**config.mk**
```make
export PLATFORM = sky130hd
export DESIGN_NAME = cpu_sequencer_flat
export DESIGN_NICKNAME = d
export VERILOG_FILES = /design/src/rtl/cpu_seq_pkg.sv /design/src/rtl/cpu_sequencer_if.sv /design/src/rtl/cpu_seq_decode.sv /design/src/rtl/cpu_sequencer.sv /design/src/flat_wrapper.sv
export SDC_FILE = /design/constraint.sdc
export NUM_CORES = 1
export LEC_CHECK = 0
export CAP_MARGIN = 5
export CORE_MARGIN = 1
export CORE_UTILIZATION = 49
export DETAILED_ROUTE_END_ITERATION = 10
export PLACE_DENSITY_LB_ADDON = 0.05
export SLEW_MARGIN = 20
export SYNTH_ARGS = -nofsm -noshare
export SYNTH_HDL_FRONTEND = slang
export SYNTH_SLANG_ARGS = --single-unit
```
**constraint.sdc**
```tcl
create_clock -name clk -period 2.7 [get_ports clk]
set_input_delay 0.54 -clock clk [delete_from_list [all_inputs] [get_ports clk]]
set_output_delay 0.54 -clock clk [all_outputs]
set_load 0.005 [all_outputs]
```
**src/rtl/cpu_seq_pkg.sv**
```systemverilog
// Shared encodings, field positions and bundles for the multi-cycle
// accumulator-machine sequencer (optional CPU_SEQUENCER_WDOG_EN watchdog).
package cpu_seq_pkg;

    typedef enum logic [1:0] {
        FETCH = 2'd0,
        EXEC  = 2'd1,
        MEM   = 2'd2,
        HALT  = 2'd3
    } state_t;

    localparam logic [1:0] CLS_ALU = 2'b00;
    localparam logic [1:0] CLS_MEM = 2'b01;
    localparam logic [1:0] CLS_JMP = 2'b10;
    localparam logic [1:0] CLS_SYS = 2'b11;

    localparam logic [2:0] JC_ALW = 3'b000;
    localparam logic [2:0] JC_Z   = 3'b001;
    localparam logic [2:0] JC_NZ  = 3'b010;
    localparam logic [2:0] JC_GT  = 3'b011;
    localparam logic [2:0] JC_NN  = 3'b100;
    localparam logic [2:0] JC_N   = 3'b101;
    localparam logic [2:0] JC_LE  = 3'b110;
    localparam logic [2:0] JC_C   = 3'b111;

    localparam logic SYS_NOP  = 1'b0;
    localparam logic SYS_HALT = 1'b1;

    localparam int OP_CLS_HI = 6;
    localparam int OP_CLS_LO = 5;
    localparam int OP_FN_HI  = 4;
    localparam int OP_FN_LO  = 2;
    localparam int OP_DEST   = 1;
    localparam int OP_B0     = 0;

    typedef struct packed {
        logic z;
        logic n;
        logic c;
        logic v;
    } flags_t;

    typedef struct packed {
        logic       la;
        logic       lb;
        logic [2:0] alu_op;
        logic       sel_b_lit;
        logic       sel_wb_mem;
        logic       mem_we;
        logic       jump_taken;
    } ctrl_t;

    function automatic logic jump_ok(input logic [2:0] cond,
                                     input flags_t f);
        logic t;
        t = 1'b0;
        unique case (cond)
            JC_ALW: t = 1'b1;
            JC_Z:   t = f.z;
            JC_NZ:  t = !f.z;
            JC_GT:  t = !f.z && !f.n;
            JC_NN:  t = !f.n;
            JC_N:   t = f.n;
            JC_LE:  t = f.n || f.z;
            JC_C:   t = f.c;
        endcase
        return t;
    endfunction

endpackage

```
**src/rtl/cpu_sequencer_if.sv**
```systemverilog
// Data-memory request/acknowledge bus between sequencer and memory.
interface cpu_sequencer_if;
    logic       mem_req;
    logic       mem_we;
    logic [7:0] mem_addr;
    logic       mem_ack;

    modport master (
        output mem_req, mem_we, mem_addr,
        input  mem_ack
    );
    modport slave (
        input  mem_req, mem_we, mem_addr,
        output mem_ack
    );
endinterface

```
**src/rtl/cpu_seq_decode.sv**
```systemverilog
// Combinational control decode from state, latched opcode and flags.
module cpu_seq_decode
    import cpu_seq_pkg::*;
(
    input  state_t     st,
    input  logic [6:0] op,
    input  flags_t     fl,
    input  logic       mem_ack,
    output ctrl_t      ctrl
);
    logic [1:0] cls;
    logic [2:0] fn;
    logic       dest;
    logic       b0;
    logic       is_alu;
    logic       is_jmp;
    logic       is_mem;

    assign cls    = op[OP_CLS_HI:OP_CLS_LO];
    assign fn     = op[OP_FN_HI:OP_FN_LO];
    assign dest   = op[OP_DEST];
    assign b0     = op[OP_B0];
    assign is_alu = (st == EXEC) && (cls == CLS_ALU);
    assign is_jmp = (st == EXEC) && (cls == CLS_JMP);
    assign is_mem = (st == MEM);

    always_comb begin
        ctrl = '0;
        unique case (1'b1)
            is_alu: begin
                ctrl.alu_op    = fn;
                ctrl.sel_b_lit = b0;
                ctrl.la        = !dest;
                ctrl.lb        = dest;
            end
            is_jmp: ctrl.jump_taken = jump_ok(fn, fl);
            is_mem: begin
                ctrl.mem_we = b0;
                // load writes back only in the ack cycle
                if (mem_ack && !b0) begin
                    ctrl.sel_wb_mem = 1'b1;
                    ctrl.la         = !dest;
                    ctrl.lb         = dest;
                end
            end
            default: ;
        endcase
    end
endmodule

```
**src/rtl/cpu_sequencer.sv**
```systemverilog
// FETCH/EXEC/MEM sequencer: PC, IR, flags and optional memory watchdog
// (enabled by defining CPU_SEQUENCER_WDOG_EN).
module cpu_sequencer
    import cpu_seq_pkg::*;
#(
    parameter int AW          = 8,
    parameter int IW          = 15,
    parameter int MEM_TIMEOUT = 16
) (
    input  logic                  clk,
    input  logic                  rst,
    input  logic [IW-1:0]         instr,
    input  logic                  alu_z,
    input  logic                  alu_n,
    input  logic                  alu_c,
    input  logic                  alu_v,
    cpu_sequencer_if.master       mem,
    output logic [AW-1:0]         pc,
    output logic                  la,
    output logic                  lb,
    output logic [2:0]            alu_op,
    output logic                  sel_b_lit,
    output logic                  sel_wb_mem,
    output logic [7:0]            lit,
    output logic                  halted,
    output logic                  fault
);
    state_t        state, state_n;
    logic [AW-1:0] pc_n, pc_inc, pc_lit;
    logic [IW-1:0] ir, ir_n;
    flags_t        flags, flags_n;
    logic          halted_n;
    ctrl_t         ctrl;
    logic [6:0]    op;

    assign op     = ir[IW-1:8];
    assign lit    = ir[7:0];
    assign pc_inc = pc + AW'(1);
    assign pc_lit = AW'(lit);

    cpu_seq_decode u_dec (
        .st      (state),
        .op      (op),
        .fl      (flags),
        .mem_ack (mem.mem_ack),
        .ctrl    (ctrl)
    );

`ifdef CPU_SEQUENCER_WDOG_EN
    localparam int CW = $clog2(MEM_TIMEOUT + 1);
    logic [CW-1:0] cnt, cnt_n;
    logic          fault_q, fault_n;
    assign fault = fault_q;

    always_ff @(posedge clk or posedge rst) begin
        if (rst) begin
            cnt     <= '0;
            fault_q <= 1'b0;
        end else begin
            cnt     <= cnt_n;
            fault_q <= fault_n;
        end
    end
`else
    assign fault = 1'b0;
`endif

    always_ff @(posedge clk or posedge rst) begin
        if (rst) begin
            state  <= FETCH;
            pc     <= '0;
            ir     <= '0;
            flags  <= '0;
            halted <= 1'b0;
        end else begin
            state  <= state_n;
            pc     <= pc_n;
            ir     <= ir_n;
            flags  <= flags_n;
            halted <= halted_n;
        end
    end

    always_comb begin
        state_n  = state;
        pc_n     = pc;
        ir_n     = ir;
        flags_n  = flags;
        halted_n = halted;
`ifdef CPU_SEQUENCER_WDOG_EN
        cnt_n    = cnt;
        fault_n  = fault_q;
`endif
        unique case (state)
            FETCH: begin
                ir_n    = instr;
                state_n = EXEC;
            end
            EXEC: begin
                unique case (op[OP_CLS_HI:OP_CLS_LO])
                    CLS_ALU: begin
                        flags_n = {alu_z, alu_n, alu_c, alu_v};
                        pc_n    = pc_inc;
                        state_n = FETCH;
                    end
                    CLS_MEM: begin
                        state_n = MEM;
`ifdef CPU_SEQUENCER_WDOG_EN
                        cnt_n   = '0;
`endif
                    end
                    CLS_JMP: begin
                        pc_n    = ctrl.jump_taken ? pc_lit : pc_inc;
                        state_n = FETCH;
                    end
                    default: begin
                        if (op[OP_B0] == SYS_HALT) begin
                            halted_n = 1'b1;
                            state_n  = HALT;
                        end else begin
                            pc_n    = pc_inc;
                            state_n = FETCH;
                        end
                    end
                endcase
            end
            MEM: begin
                // an ack on the timeout cycle still completes normally
                if (mem.mem_ack) begin
                    pc_n    = pc_inc;
                    state_n = FETCH;
                end
`ifdef CPU_SEQUENCER_WDOG_EN
                else if (cnt == CW'(MEM_TIMEOUT - 1)) begin
                    fault_n  = 1'b1;
                    halted_n = 1'b1;
                    state_n  = HALT;
                end else begin
                    cnt_n = cnt + CW'(1);
                end
`endif
            end
            default: ;
        endcase
    end

    assign la           = ctrl.la;
    assign lb           = ctrl.lb;
    assign alu_op       = ctrl.alu_op;
    assign sel_b_lit    = ctrl.sel_b_lit;
    assign sel_wb_mem   = ctrl.sel_wb_mem;
    assign mem.mem_req  = (state == MEM);
    assign mem.mem_we   = ctrl.mem_we;
    assign mem.mem_addr = (state == MEM) ? lit : 8'h00;
endmodule

```
**src/flat_wrapper.sv**
```systemverilog
// flat-port wrapper written by rule: the top's interface ports become plain ports
module cpu_sequencer_flat import cpu_seq_pkg::*;
#(
    parameter int AW          = 8,
    parameter int IW          = 15,
    parameter int MEM_TIMEOUT = 16
)
  (clk, rst, instr, alu_z, alu_n, alu_c, alu_v, pc, la, lb, alu_op, sel_b_lit, sel_wb_mem, lit, halted, fault, mem_mem_req, mem_mem_we, mem_mem_addr, mem_mem_ack);
  cpu_sequencer_if mem_i ();
  input  logic clk;
  input  logic rst;
  input  logic [IW-1:0] instr;
  input  logic alu_z;
  input  logic alu_n;
  input  logic alu_c;
  input  logic alu_v;
  output logic [AW-1:0] pc;
  output logic la;
  output logic lb;
  output logic [2:0] alu_op;
  output logic sel_b_lit;
  output logic sel_wb_mem;
  output logic [7:0] lit;
  output logic halted;
  output logic fault;
  output wire logic [$bits(mem_i.mem_req)-1:0] mem_mem_req;
  output wire logic [$bits(mem_i.mem_we)-1:0] mem_mem_we;
  output wire logic [$bits(mem_i.mem_addr)-1:0] mem_mem_addr;
  input wire logic [$bits(mem_i.mem_ack)-1:0] mem_mem_ack;
  assign mem_mem_req = mem_i.mem_req;
  assign mem_mem_we = mem_i.mem_we;
  assign mem_mem_addr = mem_i.mem_addr;
  assign mem_i.mem_ack = mem_mem_ack;
  cpu_sequencer #(.AW(AW), .IW(IW), .MEM_TIMEOUT(MEM_TIMEOUT)) u_core (.clk(clk), .rst(rst), .instr(instr), .alu_z(alu_z), .alu_n(alu_n), .alu_c(alu_c), .alu_v(alu_v), .mem(mem_i), .pc(pc), .la(la), .lb(lb), .alu_op(alu_op), .sel_b_lit(sel_b_lit), .sel_wb_mem(sel_wb_mem), .lit(lit), .halted(halted), .fault(fault));
endmodule
```
==> results.txt <==
Setup repair after global routing left no endpoint under its margin. The first global-routing pass estimated 6.23 mm of wire. The tools report the critical path startpoint as u_core.state[1]. The maximum number of pins on one net before global-route repair came out at 30. The total of hold buffers inserted after clock tree synthesis was 0. Summed over all cells, the static leakage comes to 0.000969 µW. The first TritonRoute pass finished after 4 iterations. For the worst clock skew, the log shows 7.20 ps. For the number of sinks driven by the clock tree, the log shows 29. The delay of the slowest cell on the worst path was 500 ps. The endpoint identified for the worst register-to-register timing path is u_core.pc[2]. The smallest clock period supported by the final layout is computed as 2560 ps.

The required time of the critical path was 2160 ps. In this run the worst hold path is classified as reg -> reg. The tools report the element type at the critical path start as a flop.

Counting flops with a built-in enable in the synthesized netlist gives 0. At the pin with the least slew margin, the transition time is 722 ps. The number of remaining DRC errors was 0; the area growth from synthesis to layout was 35.6%.

STA classifies the critical path endpoint as an output port. The most common flop cell mapped by yosys is sky130_fd_sc_hd__dfrtp_1. In this run the standard cell core region covers 3360 µm².

The per-instance average area after synthesis was 10.2 µm². In this run the critical register-to-register path is launched from u_core.state[0]. For this block, the via count after detailed routing is 1483.

After synthesis, the netlist uses 36 different library cells. The x dimension of the die is 61.7 µm. In the final layout, the share of cells above drive strength 1 is 21.4%. The routed length per placed instance was 14.5 µm; the areal power density over the cells was 1210 nW/µm². The endpoint of the most critical setup path is lb.

The die outline height was 61.7 µm; the clock-pin slew on the worst setup and hold paths was 100 ps. The critical path goes through inv_2, ha_4, nor3b_2, buf_4, nor2_1, nor2b_1, clkdlybuf4s50_1. Setup violations remaining at the end of the flow were counted as 0. In this run the register-to-register setup slack is 520 ps.

The tools report the maximum ir drop on the vdd rail as 0.000547 V. Of all flip-flops after synthesis, the portion carrying an async set or reset was 100%. The global-route congestion overflow total is 0, and the critical path buffer and inverter count is 3. The H-tree generated during clock tree synthesis spans 2 levels. The tools report the post-synthesis net count as 198.

For the worst flop-to-flop path, the logic depth is 7. The post-route clock period utilization is 95.0%, and the count of state elements after synthesis is 29. TritonCTS built the clock tree.

The initial utilization of the core area, before any placement, comes to 51.9%. For the maximum clock frequency, the log shows 0.390 GHz. Summed over all instances, the cell type with the most area after synthesis is sky130_fd_sc_hd__dfrtp_1. The initial antenna violation count is 0, and the standard-cell row count is 21. In the final design database the tool counted 250 nets. For the post-route antenna net violation count, the log shows 0. Clock latency on the worst-skew pair, taken at its later pin, is 330 ps. Using the TritonRoute via totals, the vias-per-cell ratio works out to 5.49. In the post-synthesis netlist, the biggest area contributors are sky130_fd_sc_hd__dfrtp_1 42%, sky130_fd_sc_hd__mux2_2 10%, sky130_fd_sc_hd__and2_1 6.5%. The number of logic stages on the critical path including buffering was 7; the routability-driven placement congestion ratio was 0.752. The commonest cells after synthesis are 29 x sky130_fd_sc_hd__dfrtp_1, 21 x sky130_fd_sc_hd__nand2_1, 18 x sky130_fd_sc_hd__and2_1. The die footprint was 3810 µm²; the post-detailed-placement half-perimeter wirelength was 2.81 mm.

In this run the deepest clock path goes through 2 buffers. Total wire length: 3.93 mm. The max-slew violation count was 0; the number of clock buffers inserted by TritonCTS was 5. By startpoint and endpoint, the worst setup path is classified as reg -> out. Synthesis handed over a netlist of 171 instances. The cell with the most instances after synthesis was sky130_fd_sc_hd__dfrtp_1. The via count of the first global-routing pass came out at 1384. In this run, the number of DRC markers left after iteration 0 of detailed routing was 60. The count of synthesis-stage warnings from yosys is 0. The final total negative setup slack was 0 ps. Relative slew slack: 51.9%. Hold timing on the final database bottoms out at a slack of 510 ps. In this run the tool buffered the top-level ports with 54 buffer cells. Max-cap violations in this run came to 0. In this run the worst path has a maximum fanout of 7.

In this run the cell area measured after placement is 2280 µm². The endpoint arrival time on the critical path came out at 2020 ps. The run finished with clean final reports. The largest individual stage delay along the critical path comes from the cell sky130_fd_sc_hd__clkdlybuf4s50_1. Cell area after synthesis: 1750 µm². In this run the clock root is driven by a sky130_fd_sc_hd__clkbuf_4.

The tools report the area of all placed cells without fillers as 2370 µm². The kind of cell with the highest combined delay along the critical path is buffers and inverters. The fraction of post-synthesis cell area in the top cell type by area was 41.6%; the count of endpoints failing hold in the final timing report was 0. The logs give 57 for the I/O pin total and 0 for the antenna diode count. The logs give 41.6% for the sequential-to-total area share from yosys stat and 22.7% for the global router's overall resource usage.
==> cell usage in the layout (no fill, tap or decap), types with 2 or more instances in the layout <==
cell type and n:
sky130_fd_sc_hd__clkdlybuf4s50_1 54, sky130_fd_sc_hd__dfrtp_1 28, sky130_fd_sc_hd__nand2_1 21, sky130_fd_sc_hd__and2_1 18
sky130_fd_sc_hd__mux2_2 16, sky130_fd_sc_hd__o211ai_2 8, sky130_fd_sc_hd__nor2_1 7, sky130_fd_sc_hd__o21ai_0 6
sky130_fd_sc_hd__o22ai_1 6, sky130_fd_sc_hd__inv_1 5, sky130_fd_sc_hd__nor3_1 5, sky130_fd_sc_hd__clkbuf_4 5
sky130_fd_sc_hd__buf_4 5, sky130_fd_sc_hd__nand3_1 4, sky130_fd_sc_hd__ha_1 4, sky130_fd_sc_hd__nor2b_1 3
sky130_fd_sc_hd__and2b_1 2, sky130_fd_sc_hd__nor3b_1 2, sky130_fd_sc_hd__nor3b_2 2, sky130_fd_sc_hd__and3_1 2
sky130_fd_sc_hd__clkbuf_8 2
==> what timing repair did <==
| action | 4_1_cts | 5_1_grt |
|---|---|---|
| setup endpoints to repair | 2 | 6 |
| setup buffers | 0 | 1 |
| pin swaps | 0 | 0 |
| gates resized for setup | 1 | 3 |
==> logic make-up (layout without fill, tap and decap cells) <==
logic type	after synthesis	count (layout)	share of synthesized area [%]
mux	16	16	10.3
flops	29	29	41.6
fa+ha+maj	5	5	3.58
buf+inv	20	73	6.88
simple gates	72	72	22.4
other cells	1	1	0.215
compound gates	28	28	15.1
==> routing by layer <==
| metal | vias to the layer above | GRT usage, % | wire length (µm) | share of wire (%) |
|---|---|---|---|---|
| li1 | 696 | - | - | - |
| met4 | 0 | 7.94 | 53 | 1.3 |
| met2 | 72 | 37.2 | 1890 | 48 |
| met5 | - | 0 | 0 | 0 |
| met1 | 708 | 29.2 | 1700 | 43 |
| met3 | 7 | 5.88 | 285 | 7.3 |
==> final cells by class <==
class	count	area, µm²
Fill cell	267	996
Multi-Input combinational cell	122	912
Sequential cell	29	727
Timing Repair Buffer	59	578
Clock buffer	7	65.1
Tap cell	46	57.6
Inverter	6	22.5
Clock inverter	1	5.00
==> where the power goes <==
part / switching [µW] / total, µW / leakage (µW) / internal, µW
Sequential: 237 / 886 / 0.000329 / 649
Clock: 160 / 310 / 0.0000413 / 151
Combinational: 774 / 1660 / 0.000599 / 889
Total: 1170 / 2860 / 0.000969 / 1690
==> registers in the layout, summed over array words and instances, names as in the netlist <==
signal / cells
u_core.flags: 3
u_core.ir: 15
u_core.pc: 8
u_core.halted: 1
u_core.state: 2
==> worst register-to-register path, stage by stage (launching register included) <==
cell	delay [ps]
sky130_fd_sc_hd__dfrtp_2	430
sky130_fd_sc_hd__inv_1	100
sky130_fd_sc_hd__ha_1	220
sky130_fd_sc_hd__buf_4	180
sky130_fd_sc_hd__and2b_2	240
sky130_fd_sc_hd__o2111ai_2	260
sky130_fd_sc_hd__or2_1	470
sky130_fd_sc_hd__o211ai_2	220
==> stage by stage <==
step / power (µW) / instances / utilization, % / worst slack [ps]
final: 2860 / 270 / 70.4 / 136
after global routing: 3090 / 270 / 70.4 / 18.2
after CTS: 2840 / 269 / 69.8 / 20.1
after detailed placement: 2520 / 261 / 67.7 / 311
after global placement: 2440 / 261 / 67.7 / 304
after floorplan: 2020 / 171 / - / 859
==> how the worst min path moves through the flow <==
stage | from | endpoint | slack, ps | cells after the start
after floorplan | u_core.halted | u_core.halted | 460 | 1
after global placement | u_core.halted | u_core.halted | 450 | 1
after detailed placement | u_core.halted | u_core.halted | 480 | 1
after CTS | u_core.halted | u_core.halted | 510 | 1
after global routing | u_core.flags[1] | u_core.flags[1] | 540 | 1
final | u_core.halted | u_core.halted | 510 | 1
No activity file was read; power rests on OpenSTA's default activity.
